File: src/rtl/arm_pipelined_hazard_controller.sv
// arm_pipelined_hazard_controller
//   Hazard/sequencing controller for the 5-stage ARM pipeline.
//   Produces operand-forwarding selects, load-use stalls, branch flushes and
//   data-memory wait-state stalls. A small FSM tracks outstanding memory
//   accesses, defers branch flushes that land during a memory stall and flags
//   accesses that never complete.
// Ports:
//   i_CLK, i_RESET              clock, synchronous active-high reset
//   i_RA*_Decode/_Execute       source register numbers
//   i_WA3_*                     destination register numbers per stage
//   i_Reg_Write_*               register write enables (Memory, Writeback)
//   i_Mem_To_Reg_Execute        load in Execute
//   i_Branch_Taken_Execute      taken-branch pulse
//   i_Mem_Req_Memory/i_Mem_Ready data-memory handshake
//   o_Forward_A/B_Execute       00 regfile, 01 Writeback, 10 Memory
//   o_Stall_*, o_Flush_*        pipeline register hold / bubble controls
//   o_Mem_Timeout               sticky hung-memory flag
//   o_Stall_Count               saturating count of stalled cycles
module arm_pipelined_hazard_controller #(
  parameter int unsigned TIMEOUT_CYCLES = 64,
  parameter int unsigned CNT_W          = 16
) (
  input  logic             i_CLK,
  input  logic             i_RESET,
  input  logic [3:0]       i_RA1_Decode,
  input  logic [3:0]       i_RA2_Decode,
  input  logic [3:0]       i_RA1_Execute,
  input  logic [3:0]       i_RA2_Execute,
  input  logic [3:0]       i_WA3_Execute,
  input  logic [3:0]       i_WA3_Memory,
  input  logic [3:0]       i_WA3_Writeback,
  input  logic             i_Reg_Write_Memory,
  input  logic             i_Reg_Write_Writeback,
  input  logic             i_Mem_To_Reg_Execute,
  input  logic             i_Branch_Taken_Execute,
  input  logic             i_Mem_Req_Memory,
  input  logic             i_Mem_Ready,
  output logic [1:0]       o_Forward_A_Execute,
  output logic [1:0]       o_Forward_B_Execute,
  output logic             o_Stall_Fetch,
  output logic             o_Stall_Decode,
  output logic             o_Stall_Execute,
  output logic             o_Stall_Memory,
  output logic             o_Flush_Decode,
  output logic             o_Flush_Execute,
  output logic             o_Flush_Writeback,
  output logic             o_Mem_Timeout,
  output logic [CNT_W-1:0] o_Stall_Count
);

  typedef enum logic [1:0] {
    ST_IDLE  = 2'd0,
    ST_WAIT  = 2'd1,
    ST_ERROR = 2'd2
  } state_t;

  localparam logic [15:0] WAIT_LAST = 16'(TIMEOUT_CYCLES - 1);

  state_t      state, state_next;
  logic [15:0] wait_cnt, wait_cnt_next;
  logic        timeout_set;
  logic        branch_pending;

  logic        mem_stall;
  logic        ldr_stall;
  logic        flush_req;
  logic        any_stall;

  function automatic logic [1:0] fwd_sel(input logic [3:0] ra,
                                         input logic       rw_mem,
                                         input logic [3:0] wa_mem,
                                         input logic       rw_wb,
                                         input logic [3:0] wa_wb);
    logic [1:0] sel;
    sel = 2'b00;
    if (ra != 4'hF) begin
      if (rw_mem && (wa_mem == ra))
        sel = 2'b10;
      else if (rw_wb && (wa_wb == ra))
        sel = 2'b01;
    end
    return sel;
  endfunction

  always_comb begin
    o_Forward_A_Execute = fwd_sel(i_RA1_Execute, i_Reg_Write_Memory, i_WA3_Memory,
                                  i_Reg_Write_Writeback, i_WA3_Writeback);
    o_Forward_B_Execute = fwd_sel(i_RA2_Execute, i_Reg_Write_Memory, i_WA3_Memory,
                                  i_Reg_Write_Writeback, i_WA3_Writeback);
  end

  // In WAIT the access is treated as pending even if the request drops,
  // so the stall follows i_Mem_Ready alone there.
  always_comb begin
    mem_stall = 1'b0;
    case (state)
      ST_IDLE:  mem_stall = i_Mem_Req_Memory && !i_Mem_Ready;
      ST_WAIT:  mem_stall = !i_Mem_Ready;
      ST_ERROR: mem_stall = 1'b1;
      default:  mem_stall = 1'b0;
    endcase
  end

  always_comb begin
    ldr_stall = i_Mem_To_Reg_Execute &&
                ((i_WA3_Execute == i_RA1_Decode) || (i_WA3_Execute == i_RA2_Decode));
    flush_req = i_Branch_Taken_Execute || branch_pending;
  end

  always_comb begin
    o_Stall_Fetch     = 1'b0;
    o_Stall_Decode    = 1'b0;
    o_Stall_Execute   = 1'b0;
    o_Stall_Memory    = 1'b0;
    o_Flush_Decode    = 1'b0;
    o_Flush_Execute   = 1'b0;
    o_Flush_Writeback = 1'b0;
    if (mem_stall) begin
      o_Stall_Fetch     = 1'b1;
      o_Stall_Decode    = 1'b1;
      o_Stall_Execute   = 1'b1;
      o_Stall_Memory    = 1'b1;
      o_Flush_Writeback = 1'b1;
    end else if (flush_req) begin
      o_Flush_Decode  = 1'b1;
      o_Flush_Execute = 1'b1;
    end else if (ldr_stall) begin
      o_Stall_Fetch   = 1'b1;
      o_Stall_Decode  = 1'b1;
      o_Flush_Execute = 1'b1;
    end
    any_stall = o_Stall_Fetch || o_Stall_Decode || o_Stall_Execute || o_Stall_Memory;
  end

  always_comb begin
    state_next    = state;
    wait_cnt_next = wait_cnt;
    timeout_set   = 1'b0;
    case (state)
      ST_IDLE: begin
        if (i_Mem_Req_Memory && !i_Mem_Ready) begin
          state_next    = ST_WAIT;
          wait_cnt_next = 16'd1;
        end
      end
      ST_WAIT: begin
        if (i_Mem_Ready) begin
          state_next    = ST_IDLE;
          wait_cnt_next = '0;
        end else if (wait_cnt == WAIT_LAST) begin
          state_next  = ST_ERROR;
          timeout_set = 1'b1;
        end else begin
          wait_cnt_next = wait_cnt + 16'd1;
        end
      end
      ST_ERROR: state_next = ST_ERROR;
      default: begin
        state_next    = ST_IDLE;
        wait_cnt_next = '0;
      end
    endcase
  end

  always_ff @(posedge i_CLK) begin
    if (i_RESET) begin
      state          <= ST_IDLE;
      wait_cnt       <= '0;
      branch_pending <= 1'b0;
      o_Mem_Timeout  <= 1'b0;
      o_Stall_Count  <= '0;
    end else begin
      state    <= state_next;
      wait_cnt <= wait_cnt_next;
      if (timeout_set)
        o_Mem_Timeout <= 1'b1;
      if (i_Branch_Taken_Execute && mem_stall)
        branch_pending <= 1'b1;
      else if (flush_req && !mem_stall)
        branch_pending <= 1'b0;
      if (any_stall && (o_Stall_Count != '1))
        o_Stall_Count <= o_Stall_Count + 1'b1;
    end
  end

endmodule
File: config.mk
export PLATFORM = sky130hd
export DESIGN_NAME = arm_pipelined_hazard_controller
export DESIGN_NICKNAME = d
export VERILOG_FILES = /design/src/rtl/arm_pipelined_hazard_controller.sv
export SDC_FILE = /design/constraint.sdc
export NUM_CORES = 1
export LEC_CHECK = 0
export CORE_MARGIN = 2
export CORE_UTILIZATION = 49
export CTS_CLUSTER_SIZE = 10
export DETAILED_ROUTE_END_ITERATION = 10
export PLACE_DENSITY = 0.81
export SYNTH_ARGS = -nofsm -noshare
export SYNTH_HDL_FRONTEND = slang
export SYNTH_SLANG_ARGS = --single-unit
export TNS_END_PERCENT = 20
File: constraint.sdc
create_clock -name i_CLK -period 2.15 [get_ports i_CLK]
set_input_delay 0.43 -clock i_CLK [delete_from_list [all_inputs] [get_ports i_CLK]]
set_output_delay 0.43 -clock i_CLK [all_outputs]
set_load 0.01 [all_outputs]
== Word-level counts from Yosys, hierarchy flattened ==
Cells that the tools add are included.

* Mux-type cells: 28
* Equality and inequality tests: 15
* $add $sub $neg: 2
* Reduce and logical (&&, ||, !) cells: 19
* Bitwise gates (word level): 1

{| class="wikitable"
|+ Operators by type and width
! cell !! count
|-
| $mux 16 || 3
|-
| $pmux 16 s3 || 1
|-
| $add 16x1->16 const B || 2
|-
| $eq 4x4->1 || 6
|-
| $eq 16x6->1 const B || 1
|-
| $ne 16x16->1 const B || 1
|-
| $mux 1 || 15
|-
| $mux 2 || 7
|-
| $logic_and 1x1->1 || 9
|-
| $ne 4x4->1 const B || 2
|-
| $ne 3x3->1 const B || 2
|-
| $pmux 2 s3 || 1
|-
| $logic_or 1x1->1 || 4
|-
| $pmux 1 s3 || 1
|-
| $reduce_and 3->1 || 1
|-
| $eq 2x1->1 const B || 1
|-
| $eq 2x2->1 const B || 1
|-
| $logic_not 1->1 || 2
|-
| $logic_not 2->1 || 1
|-
| $ne 2x2->1 const B || 1
|-
| $reduce_and 2->1 || 1
|-
| $reduce_bool 2->1 || 1
|-
| $not 1->1 || 1
|}

* Input port bits: 36
* Output and inout port bits: 28
* Bits in registers: 36

== Longest topological paths before layout ==
Gate-level depths: netlist (run 1).

* Depth in word-level cells: 9
* Depth in mapped cells: 9
* Depth with buffers taken out: 8

== Worst setup path before layout (run 1) ==
No wires, ideal clock.

* Path type: in2out
* From: input port i_RA1_Decode[2]
* To: output port o_Stall_Fetch
* Stages on the path: 5
* Arrival: 1.585 ns
* Slack: 0.135 ns
* Cell sequence: xor2_1 > nor4_2 > o21ai_4 > a21oi_2 > buf_4

* Cells in the longest elaborated chain, start to end: 6

{| class="wikitable"
|+ RTL lines
! item !! RTL line !! text
|-
| start, declared || 25 || <nowiki>input logic [3:0] i_RA1_Decode,</nowiki>
|-
| $eq 4x4->1 || 106 || <nowiki>((i_WA3_Execute == i_RA1_Decode) || (i_WA3_Execute == i_RA2_Decode));</nowiki>
|-
| $logic_or 1x1->1 || 106 ||
|-
| $logic_and 1x1->1 || 105 || <nowiki>ldr_stall = i_Mem_To_Reg_Execute &&</nowiki>
|-
| $mux 1 (3 in a row) || n/a ||
|-
| end, declared || 40 || <nowiki>output logic o_Stall_Fetch,</nowiki>
|}

No other way between the ends.

== Final worst setup path (run 1) ==
* From: input port i_RA2_Decode[0]
* To: output port o_Stall_Fetch

* Cells in the longest elaborated chain, start to end: 6

{| class="wikitable"
|+ RTL lines
! item !! RTL line !! text
|-
| start, declared || 26 || <nowiki>input logic [3:0] i_RA2_Decode,</nowiki>
|-
| $eq 4x4->1 || 106 ||
|-
| $logic_or 1x1->1 || 106 ||
|-
| $logic_and 1x1->1 || 105 ||
|-
| $mux 1 || 127 || <nowiki>end else if (ldr_stall) begin</nowiki>
|-
| $mux 1 || 124 || <nowiki>end else if (flush_req) begin</nowiki>
|-
| $mux 1 || 118 || <nowiki>if (mem_stall) begin</nowiki>
|}

No other way between the ends.

==> summary.txt, run 1 <==
Finish
  • Final Util: 71.73%
  • Final nets: 407
  • Area grow syn2layout: 42.74%
  • Fin cells: 424
  • Most common cell after layout, fill and taps aside: dfxtp_1
  • Most frequent cells in the layout: dfxtp_1 (36), nor2_1 (35), clkdlybuf4s50_1 (30), buf_4 (30), nand3_1 (22)
  • Ant diodes: 0
  • Share of cells above drive strength 1: 20.27%
  • FILL cells: 366
  • Design area: 3343 um2

Global route
  • Vias in the first global route: 2226
  • First-pass GRT wire length: 9.370 mm
  • GRT Util Overall: 21.96%
  • Initial antenna violation count: 0
  • Pin count of the biggest net entering global routing: 38
  • GR Overflow Total: 0

Floorplan
  • Die outline width: 73.14 um
  • Chip height: 73.14 um
  • Die area: 5349 um2
  • Area of the core: 4661 um2
  • Ports: 64
  • Initial Utilization: 50.26%
  • FP Rows: 25

Drt
  • Drt wl/cell: 13.41 um
  • Via density: 5.573
  • Pre-Repair DR Iteration Count: 4
  • Post-route ant nets: 0
  • First-iteration detailed-routing DRC count: 105
  • Residual DRC: 0
  • Via count: 2363
  • WL final: 5.684 mm

Yosys
  • Seq/Total Area, Yosys: 30.77%
  • Adder-cell area share of the yosys netlist: 1.068%
  • Ys async rst share: 0%
  • Most common flop cell mapped by yosys: dfxtp_1
  • Post-synth EDFFs: 0
  • Mux share of post-synthesis cell area: 3.098%
  • Yosys reg bits: 36
  • Syn_nets: 317
  • Largest family of logic cells by synthesized area: simple AND/OR/NAND/NOR gates
  • Mapped Cells: 279
  • Syn Area/Cell: 8.395 um2
  • Post-synthesis xor/xnor area fraction: 11.97%
  • Syn Std Cell Area: 2342 um2
  • Post-Synth Simple-Gate Area: 30.07%
  • Yosys warning count: 0
  • Unique masters post-synth: 57
  • Compound-Gate Fraction of Synth Area: 18.64%

STA
  • Min Tclk post-route: 2.112 ns
  • Maximum clock frequency: 473.4 MHz
  • Worst Skew: 0.007482 ns
  • Hold violation count in the final report: 0
  • Final Max Slew Viols: 0
  • Rel. slew slack: 70.63%
  • Final setup vio count: 0
  • Final Cycle Share: 98.25%
  • Setup TNS: 0 ns
  • RSZ-0062 raised after global routing: yes
  • Slew at the pin closest to its max-slew limit: 0.4372 ns

Power and ir drop
  • Power Total: 1.589 mW
  • Peak VDD IR: 0.0004525 V
  • P_leak: 1.317 nW
  • Pwr per Cell Area: 475.3 nW/um2

Placement
  • Port bufs: 63
  • Gp weighted congestion: 0.8712
  • Detail Placement HPWL: 4.324 mm
  • Post-DP Area: 3212 um2
  • Inst Count DP: 416

Clocking
  • Clk sinks: 36
  • Clock Tree Buf Depth: 2
  • Root Driver: clkbuf_8
  • Clk pin slew, worst setup/hold paths: 0.07 ns
  • Hold-fix buffers, CTS: 0
  • Total CTS buffers: 5
  • H-tree depth: 2
  • Worst skew pair latency: 0.29 ns
  • TritonCTS clock tree: yes

Critical path
  • Crit-path slowest cell: clkdlybuf4s50_1
  • CP Cell Sequence: clkdlybuf4s50_1, xor2_1, nor4_4, o21ai_4, a21oi_2, buf_2
  • Max incr delay on CP: 0.41 ns
  • Crit path DAT: 1.68 ns
  • Worst setup EP type: output port
  • WS Path Type: in2out
  • Worst EP required: 1.72 ns
  • Startpoint Class: input port
  • Worst Path Max Fanout: 3

Run status
  • Outcome: completed

Min path
  • HP Class: reg2reg

Job
  • MaxCap Viol Count: 0
[synth_stat cells (4+ instances only)]
| cell | instances | share of area [%] |
|---|---|---|
| a21oi_1 | 10 | 2.1 |
| and4_1 | 4 | 1.5 |
| nor2b_1 | 6 | 1.6 |
| nor2_1 | 36 | 5.8 |
| inv_1 | 6 | 0.96 |
| xor2_1 | 18 | 6.7 |
| dfxtp_1 | 36 | 31 |
| o21ai_0 | 8 | 1.7 |
| a31oi_1 | 6 | 1.6 |
| nor3_1 | 13 | 2.8 |
| a211oi_1 | 4 | 1.3 |
| nand2_1 | 18 | 2.9 |
| a41oi_1 | 4 | 1.5 |
| nand4_1 | 5 | 1.3 |
| xnor2_1 | 14 | 5.2 |
| and2_1 | 4 | 1.1 |
| nand3_1 | 22 | 4.7 |
| and3_1 | 4 | 1.1 |
[logic make-up (layout without fill, tap and decap cells)]
family / count (synthesis) / in the layout
adder cells (fa/ha/maj): 2 / 2
flip-flops: 36 / 36
XOR/XNOR: 32 / 32
multiplexers: 6 / 6
AND/OR/NAND/NOR: 130 / 130
AO/OA/AOI/OAI: 55 / 55
buffers and inverters: 18 / 109
[sequential cells by signal, summed over array words and instances, names as in the netlist]
name            flops
branch_pending      1
wait_cnt           16
state               2
o_Stall_Count      16
o_Mem_Timeout       1
[where the power goes]
part | leakage (nW) | switching [mW] | internal, mW
Combinational | 0.972 | 0.154 | 0.165
Sequential | 0.291 | 0.0104 | 0.675
Clock | 0.0541 | 0.242 | 0.343
[worst max-delay path, delay by kind of cell]
| kind | cells | cell delay (ns) |
|---|---|---|
| AOI/OAI and AO/OA | 2 | 0.25 |
| xor gates and xnor gates | 1 | 0.17 |
| buffers and inverters | 2 | 0.57 |
| and+or+nand+nor | 1 | 0.26 |
[repair_timing]
| item | CTS | global route |
|---|---|---|
| cloned | 0 | 0 |
| pin swaps | 7 | 10 |
| buffers inserted | 0 | 0 |
| endpoints found under the setup margin | 19 | 12 |
| resized for setup | 50 | 15 |
[stage by stage]
| step | hold slack [ns] | setup slack (ns) |
|---|---|---|
| global placement | 0.4573 | -0.5195 |
| floorplan | 0.4482 | 0.1348 |
| CTS | 0.4874 | -0.06154 |
| detailed placement | 0.4657 | -0.5876 |
| global route | 0.5101 | -0.02743 |
| finish | 0.4918 | 0.03768 |
[metal layers]
| metal | vias up | global-route usage, % | share of wire [%] | wire length [um] |
|---|---|---|---|---|
| li1 | 1182 | - | - | - |
| met3 | 6 | 5.110 | 5.0 | 284 |
| met5 | - | 0 | 0 | 0 |
| met2 | 60 | 39.54 | 52 | 2947 |
| met1 | 1115 | 25.43 | 42 | 2403 |
| met4 | 0 | 6.996 | 0.84 | 48 |
[cell type report]
| cell class | instances | area, um2 | area share, % |
|---|---|---|---|
| Clock buffer | 5 | 68.82 | 2.058 |
| Clock inverter | 3 | 42.54 | 1.272 |
| Inverter | 7 | 28.78 | 0.8608 |
| Multi-Input combinational cell | 225 | 1568 | 46.89 |
| Sequential cell | 36 | 720.7 | 21.56 |
| Tap cell | 54 | 67.56 | 2.021 |
| Timing Repair Buffer | 94 | 847.1 | 25.34 |
[worst paths after layout]
path                                 startpoint  depth (start not counted)  slack, ns             to
worst max register to register      wait_cnt[1]                          7       0.26    wait_cnt[9]
worst max-delay path            i_RA2_Decode[0]                          6       0.04  o_Stall_Fetch
worst min register to register    o_Mem_Timeout                          2       0.49  o_Mem_Timeout
worst min-delay path              o_Mem_Timeout                          2       0.49  o_Mem_Timeout
(Power assumes the default switching activity.)
==> run 2: changes to the inputs <==
- CORE_UTILIZATION: 49 -> 52
- PLACE_DENSITY: 0.81 -> 0.85
- clock period: 2.15 -> 2.5 ns (I/O delays scaled with it)
==> run 2 against run 1 <==
  * Core utilization up 2.6 points
  * Critical path type unchanged
  * Routed wire length down 0.63%
  * Total power down 20%
  * Non-clock buffer count down 7
  * Design area down 3.2%
  * Critical path depth unchanged
  * Sequential power down 14%
  * Via count down 2.4%
  * Worst setup slack better by 0.051 ns
  * Cell count down 2.1%
  * Sequential share of layout area up 0.71 points
==> summary.txt, run 2 (synthesis results as in run 1) <==
Run status
  • Outcome: completed (unchanged)

Clocking
  • Total CTS buffers: 5 (unchanged)
  • Clk pin slew, worst setup/hold paths: 0.06 ns (was 0.07 ns)
  • Clk sinks: 36 (unchanged)
  • Root Driver: clkbuf_8 (unchanged)
  • H-tree depth: 2 (unchanged)
  • Setup Buffers After CTS: 0 (unchanged)
  • TritonCTS clock tree: yes (unchanged)
  • Clock Tree Buf Depth: 2 (unchanged)
  • Worst skew pair latency: 0.29 ns (about the same)

Power and ir drop
  • Peak VDD IR: 0.0002669 V (was 0.0004525 V)
  • Switching Power: 329.2 uW (was 406.7 uW)
  • Gate power share: 20.5% (was 20.0%)
  • Pwr per Cell Area: 393.0 nW/um2 (was 475.3 nW/um2)
  • Power share of the clock group: 33.0% (was 36.8%)
  • Reg power frac: 46.5% (was 43.1%)
  • P_leak: 1.234 nW (was 1.317 nW)
  • Internal Power: 942.8 uW (was 1.182 mW)
  • Power Total: 1.272 mW (was 1.589 mW)
  • Switching fraction of total power: 25.88% (was 25.59%)

Placement
  • Port bufs: 63 (unchanged)
  • Pre-CTS setup slack: -0.3920 ns (was -0.5876 ns)
  • Gp weighted congestion: 0.9112 (was 0.8712)
  • Detail Placement HPWL: 4.443 mm (was 4.324 mm)

STA
  • Final setup vio count: 0 (unchanged)
  • Hold Slack: 0.4697 ns (was 0.4918 ns)
  • Hold violation count in the final report: 0 (unchanged)
  • Slew at the pin closest to its max-slew limit: 0.4172 ns (was 0.4372 ns)
  • Final Cycle Share: 96.46%
  • Setup TNS: 0 ns (unchanged)
  • Min Tclk post-route: 2.412 ns
  • Worst Skew: 0.01031 ns (was 0.007482 ns)
  • Maximum clock frequency: 414.7 MHz
  • RSZ-0062 raised after global routing: no (was yes)
  • Rel. slew slack: 71.97% (was 70.63%)
  • Final Max Slew Viols: 0 (unchanged)
  • Final worst slack: 0.08839 ns (was 0.03768 ns)

Critical path
  • Crit path DAT: 1.91 ns (was 1.68 ns)
  • Worst EP required: 2.00 ns (was 1.72 ns)
  • R2R setup slack: 0.45 ns (was 0.26 ns)
  • Worst Setup SP: i_WA3_Memory[1] (was i_RA2_Decode[0])
  • WS Path Type: in2out (unchanged)
  • R2r endpoint: wait_cnt[9] (unchanged)
  • CP endpoint: o_Forward_A_Execute[0] (was o_Stall_Fetch)
  • Worst Path Max Fanout: 2 (was 3)
  • R2R Path Start: wait_cnt[0] (was wait_cnt[1])
  • Startpoint Class: input port (unchanged)
  • R2R cell count: 7 (unchanged)
  • Worst setup EP type: output port (unchanged)

Drt
  • Via count: 2307 (was 2363)
  • Residual DRC: 0 (unchanged)
  • Post-route ant nets: 0 (unchanged)
  • Via density: 5.559 (was 5.573)
  • Pre-Repair DR Iteration Count: 4 (unchanged)
  • First-iteration detailed-routing DRC count: 102 (was 105)
  • WL final: 5.648 mm (was 5.684 mm)
  • Drt wl/cell: 13.61 um (was 13.41 um)

Finish
  • Area grow syn2layout: 38.19% (was 42.74%)
  • FILL cells: 319 (was 366)
  • Ant diodes: 0 (unchanged)
  • Final nets: 400 (was 407)
  • Largest registers: o_Stall_Count x16, wait_cnt x16, state x2 (unchanged)
  • Share of cells above drive strength 1: 15.70% (was 20.27%)
  • Most common cell after layout, fill and taps aside: clkdlybuf4s50_1 (was dfxtp_1)
  • Most frequent cells in the layout: clkdlybuf4s50_1 (45), nor2_1 (36), dfxtp_1 (36), buf_4 (24), nand3_1 (22) (was dfxtp_1 (36), nor2_1 (35), clkdlybuf4s50_1 (30), buf_4 (30), nand3_1 (22))

Global route
  • Initial antenna violation count: 0 (unchanged)
  • GRT Util Overall: 22.89% (was 21.96%)
  • First-pass GRT wire length: 9.466 mm (was 9.370 mm)
  • Vias in the first global route: 2218 (was 2226)
  • Pin count of the biggest net entering global routing: 28 (was 38)
  • GR Overflow Total: 0 (unchanged)

Floorplan
  • FP Rows: 24 (was 25)
  • Initial Utilization: 53.79% (was 50.26%)
  • Die outline width: 71.12 um (was 73.14 um)
  • Chip height: 71.12 um (was 73.14 um)
  • Die area: 5057 um2 (was 5349 um2)
  • Ports: 64 (unchanged)
  • Area of the core: 4354 um2 (was 4661 um2)

Job
  • MaxCap Viol Count: 0 (unchanged)

Min path
  • HP Class: reg2reg (unchanged)
  • Min-delay src: o_Mem_Timeout (unchanged)
run 2: cell type report:
type / count / area [um2] / area share, %
clock buffers: 8 / 90.09 / 2.783
inverters: 7 / 28.78 / 0.8891
multi-input cells: 225 / 1526 / 47.16
flip-flops and latches: 36 / 720.7 / 22.27
well taps: 52 / 65.06 / 2.010
repair buffers: 87 / 805.8 / 24.89
run 2: stage by stage:
| stage | util (%) | instance area, um2 | cells |
|---|---|---|---|
| global placement | 72.21 | 3144 | 407 |
| detailed placement | 72.21 | 3144 | 407 |
| floorplan | - | 2342 | 279 |
| CTS | 73.85 | 3216 | 415 |
| global route | 74.34 | 3237 | 415 |
| finish | 74.34 | 3237 | 415 |
run 2: worst max-delay path, cell delays in order:
cell             delay [ns]
clkdlybuf4s50_1        0.45
xor2_1                 0.16
nor3_1                 0.19
nand3_1                0.14
and3_1                 0.19
dlygate4sd2_1          0.28
run 2: what timing repair did:
action | 4_1_cts | 5_1_grt
endpoints found under the hold margin | 0 | 0
resized for setup | 19 | 11
pin swaps | 2 | 6
hold buffers | 0 | 0
endpoints found under the setup margin | 11 | 6
run 2: worst min-delay path by stage:
stage               cells after the start             to  slack (ns)
floorplan                               1    wait_cnt[4]        0.45
global placement                        2  o_Mem_Timeout        0.45
detailed placement                      2  o_Mem_Timeout        0.46
CTS                                     2  o_Mem_Timeout        0.48
global route                            2  o_Mem_Timeout        0.50
finish                                  2  o_Mem_Timeout        0.47
run 2: power by group through the flow:
stage | logic [mW] | registers (mW) | clock network [mW]
after floorplan | 0.125 | 0.603 | 0
after global placement | 0.261 | 0.604 | 0
after detailed placement | 0.270 | 0.604 | 0
after CTS | 0.264 | 0.591 | 0.436
after global routing | 0.283 | 0.592 | 0.456
final | 0.261 | 0.591 | 0.420
run 2: layer usage:
layer	wire length, um	up-vias	track usage, %
met5	0	-	0
met4	86	0	6.709
met3	338	8	5.698
met2	2883	63	42.37
met1	2340	1067	25.80
li1	-	1169	-
==> run 3: changes to the inputs <==
- SLEW_MARGIN: not set -> 20
- clock period: 2.5 -> 3.1 ns (I/O delays scaled with it)
==> run 3 against run 2 <==
  * Combinational power fell by 22%
  * Clock-buffer cell count fell by 1
  * Sequential share of layout area rose by 0.66 points
  * Total power fell by 18%
  * Worst setup slack improved by 0.072 ns
  * Clock skew fell by 0.0079 ns
  * Clock power fell by 15%
  * Routed wire length rose by 0.55%
  * Flip-flop and latch count did not move
  * Critical path depth did not move
  * Cell count fell by 3.6%
  * Design area fell by 2.9%
  * Largest cell class unchanged
  * Highest routed layer unchanged
==> summary.txt, run 3 (synthesis results as in run 1) <==
Run status
  • Outcome: completed (unchanged)

Drt
  • Drt wl/cell: 14.20 um (was 13.61 um)
  • First-iteration detailed-routing DRC count: 76 (was 102)
  • Post-route ant nets: 0 (unchanged)
  • Via density: 5.663 (was 5.559)
  • Pre-Repair DR Iteration Count: 4 (unchanged)
  • WL final: 5.679 mm (was 5.648 mm)
  • Residual DRC: 0 (unchanged)
  • Via count: 2265 (was 2307)

Floorplan
  • Initial Utilization: 53.79% (unchanged)
  • Die area: 5057 um2 (unchanged)
  • Ports: 64 (unchanged)
  • Chip height: 71.12 um (unchanged)
  • FP Rows: 24 (unchanged)
  • Area of the core: 4354 um2 (unchanged)
  • Die outline width: 71.12 um (unchanged)

Global route
  • Met1 Usage GRT: 28.27% (was 25.80%)
  • First-pass GRT wire length: 9.722 mm (was 9.466 mm)
  • Initial antenna violation count: 0 (unchanged)
  • GR Overflow Total: 0 (unchanged)
  • Pin count of the biggest net entering global routing: 22 (was 28)
  • GR peak layer: met2 (unchanged)
  • Met2 GRT Util: 42.37% (unchanged)
  • GRT Util Overall: 23.57% (was 22.89%)
  • Vias in the first global route: 2116 (was 2218)
  • M3 GR Usage: 5.413% (was 5.698%)

Critical path
  • Crit path buffers/inverters: 2 (unchanged)
  • R2R Path Start: wait_cnt[0] (unchanged)
  • Worst EP required: 2.48 ns (was 2.00 ns)
  • CP Cell Sequence: clkdlybuf4s50_1, xor2_1, nor3_1, nand3_1, and3_1, clkdlybuf4s50_1 (was clkdlybuf4s50_1, xor2_1, nor3_1, nand3_1, and3_1, dlygate4sd2_1)
  • WS Path Type: in2out (unchanged)
  • Crit path DAT: 2.32 ns (was 1.91 ns)
  • Worst Setup SP: i_RA2_Execute[3] (was i_WA3_Memory[1])
  • Worst setup EP type: output port (unchanged)
  • Crit-path slowest cell: clkdlybuf4s50_1 (unchanged)
  • Worst Path Max Fanout: 4 (was 2)
  • Max incr delay on CP: 0.52 ns (was 0.45 ns)
  • Startpoint Class: input port (unchanged)
  • Most used cell, CP: clkdlybuf4s50_1
  • CP delay by family, top: buffers and inverters (unchanged)

Placement
  • Detail Placement HPWL: 4.323 mm (was 4.443 mm)
  • Post-DP Area: 3039 um2 (was 3144 um2)
  • Port bufs: 63 (unchanged)
  • Gp weighted congestion: 0.8871 (was 0.9112)

Power and ir drop
  • Reg power frac: 46.0% (was 46.5%)
  • Peak VDD IR: 0.0002460 V (was 0.0002669 V)
  • Gate power share: 19.6% (was 20.5%)
  • Switching fraction of total power: 25.68% (was 25.88%)
  • P_leak: 1.146 nW (was 1.234 nW)
  • Power share of the clock group: 34.4% (was 33.0%)
  • Switching Power: 266.6 uW (was 329.2 uW)
  • Pwr per Cell Area: 330.2 nW/um2 (was 393.0 nW/um2)
  • Internal Power: 771.7 uW (was 942.8 uW)

Finish
  • Largest registers: o_Stall_Count x16, wait_cnt x16, state x2 (unchanged)
  • Area grow syn2layout: 34.24% (was 38.19%)
  • FILL cells: 322 (was 319)
  • Most common cell after layout, fill and taps aside: clkdlybuf4s50_1 (unchanged)
  • Ant diodes: 0 (unchanged)
  • Most frequent cells in the layout: clkdlybuf4s50_1 (58), nor2_1 (36), dfxtp_1 (36), nand3_1 (22) (was clkdlybuf4s50_1 (45), nor2_1 (36), dfxtp_1 (36), buf_4 (24), nand3_1 (22))
  • Design area: 3144 um2 (was 3237 um2)
  • Share of cells above drive strength 1: 11.49% (was 15.70%)
  • Final nets: 386 (was 400)

Clocking
  • Clock Tree Buf Depth: 2 (unchanged)
  • Worst skew pair latency: 0.28 ns (was 0.29 ns)
  • Clk pin slew, worst setup/hold paths: 0.07 ns (was 0.06 ns)
  • H-tree depth: 2 (unchanged)
  • Clk sinks: 36 (unchanged)
  • Setup Buffers After CTS: 0 (unchanged)
  • TritonCTS clock tree: yes (unchanged)
  • Root Driver: clkbuf_8 (unchanged)
  • Total CTS buffers: 5 (unchanged)

STA
  • Slew at the pin closest to its max-slew limit: 0.8091 ns (was 0.4172 ns)
  • Final Cycle Share: 94.84%
  • RSZ-0062 raised after global routing: no (unchanged)
  • Final Max Slew Viols: 0 (unchanged)
  • Hold Slack: 0.4682 ns (was 0.4697 ns)
  • Worst Skew: 0.002454 ns (was 0.01031 ns)
  • Rel. slew slack: 45.89% (was 71.97%)
  • Setup TNS: 0 ns (unchanged)
  • Maximum clock frequency: 340.1 MHz
  • Hold violation count in the final report: 0 (unchanged)
  • Min Tclk post-route: 2.940 ns
  • Final setup vio count: 0 (unchanged)

Min path
  • HP Class: reg2reg (unchanged)
  • Min-delay src: o_Mem_Timeout (unchanged)

Job
  • MaxCap Viol Count: 0 (unchanged)
run 3: cell types whose count changed in the layout (fill, tap and decap cells not counted), moves of 3 or more:
cell             before  now
buf_2                 3    0
buf_4                24   10
clkdlybuf4s50_1      45   58
dlygate4sd2_1         6    1
dlymetal6s2s_1        7    4
run 3: final cells by class:
class / count / area, um2 / share of cell area, %
clock buffer: 7 / 96.34 / 3.064
inverter: 7 / 28.78 / 0.9152
multi-input combinational: 225 / 1519 / 48.31
sequential: 36 / 720.7 / 22.92
timing repair buffer: 73 / 714.4 / 22.72
tap: 52 / 65.06 / 2.069
run 3: final timing paths:
| check | end | slack [ns] | cells after the start |
|---|---|---|---|
| worst max-delay path | o_Forward_B_Execute[0] | 0.16 | 6 |
| worst min-delay path | o_Mem_Timeout | 0.47 | 2 |
| worst max register to register | wait_cnt[9] | 0.98 | 7 |
| worst min register to register | o_Mem_Timeout | 0.47 | 2 |
run 3: layer usage:
layer	routed length, um	vias up
met5	0	-
met4	44	0
met3	308	5
met2	2848	62
met1	2478	1057
li1	-	1141
run 3: tightest hold or removal path, delay by kind of cell (launching register included):
| kind | cells | cell delay, ns |
|---|---|---|
| and+or+nand+nor | 2 | 0.11 |
| DFF | 1 | 0.33 |
run 3: stage by stage:
stage | cells | util, % | setup WS [ns] | total power, mW
final | 400 | 72.21 | 0.1600 | 1.038
after global routing | 400 | 72.21 | 0.07616 | 1.085
after CTS | 400 | 71.98 | -0.02927 | 1.052
after detailed placement | 393 | 69.80 | -0.04250 | 0.6918
after global placement | 393 | 69.80 | 0.04410 | 0.6846
after floorplan | 279 | - | 0.7048 | 0.5875
run 3: power groups by stage:
| stage | Clock [mW] | Sequential, mW | Combinational (mW) |
|---|---|---|---|
| global placement | 0 | 0.487 | 0.197 |
| floorplan | 0 | 0.486 | 0.101 |
| finish | 0.358 | 0.477 | 0.204 |
| global route | 0.388 | 0.478 | 0.219 |
| CTS | 0.371 | 0.477 | 0.205 |
| detailed placement | 0 | 0.487 | 0.204 |
run 3: repair_timing:
action	in CTS	in global routing
pin swaps	0	1
setup endpoints to repair	2	4
hold buffers	0	0
resized for setup	1	4
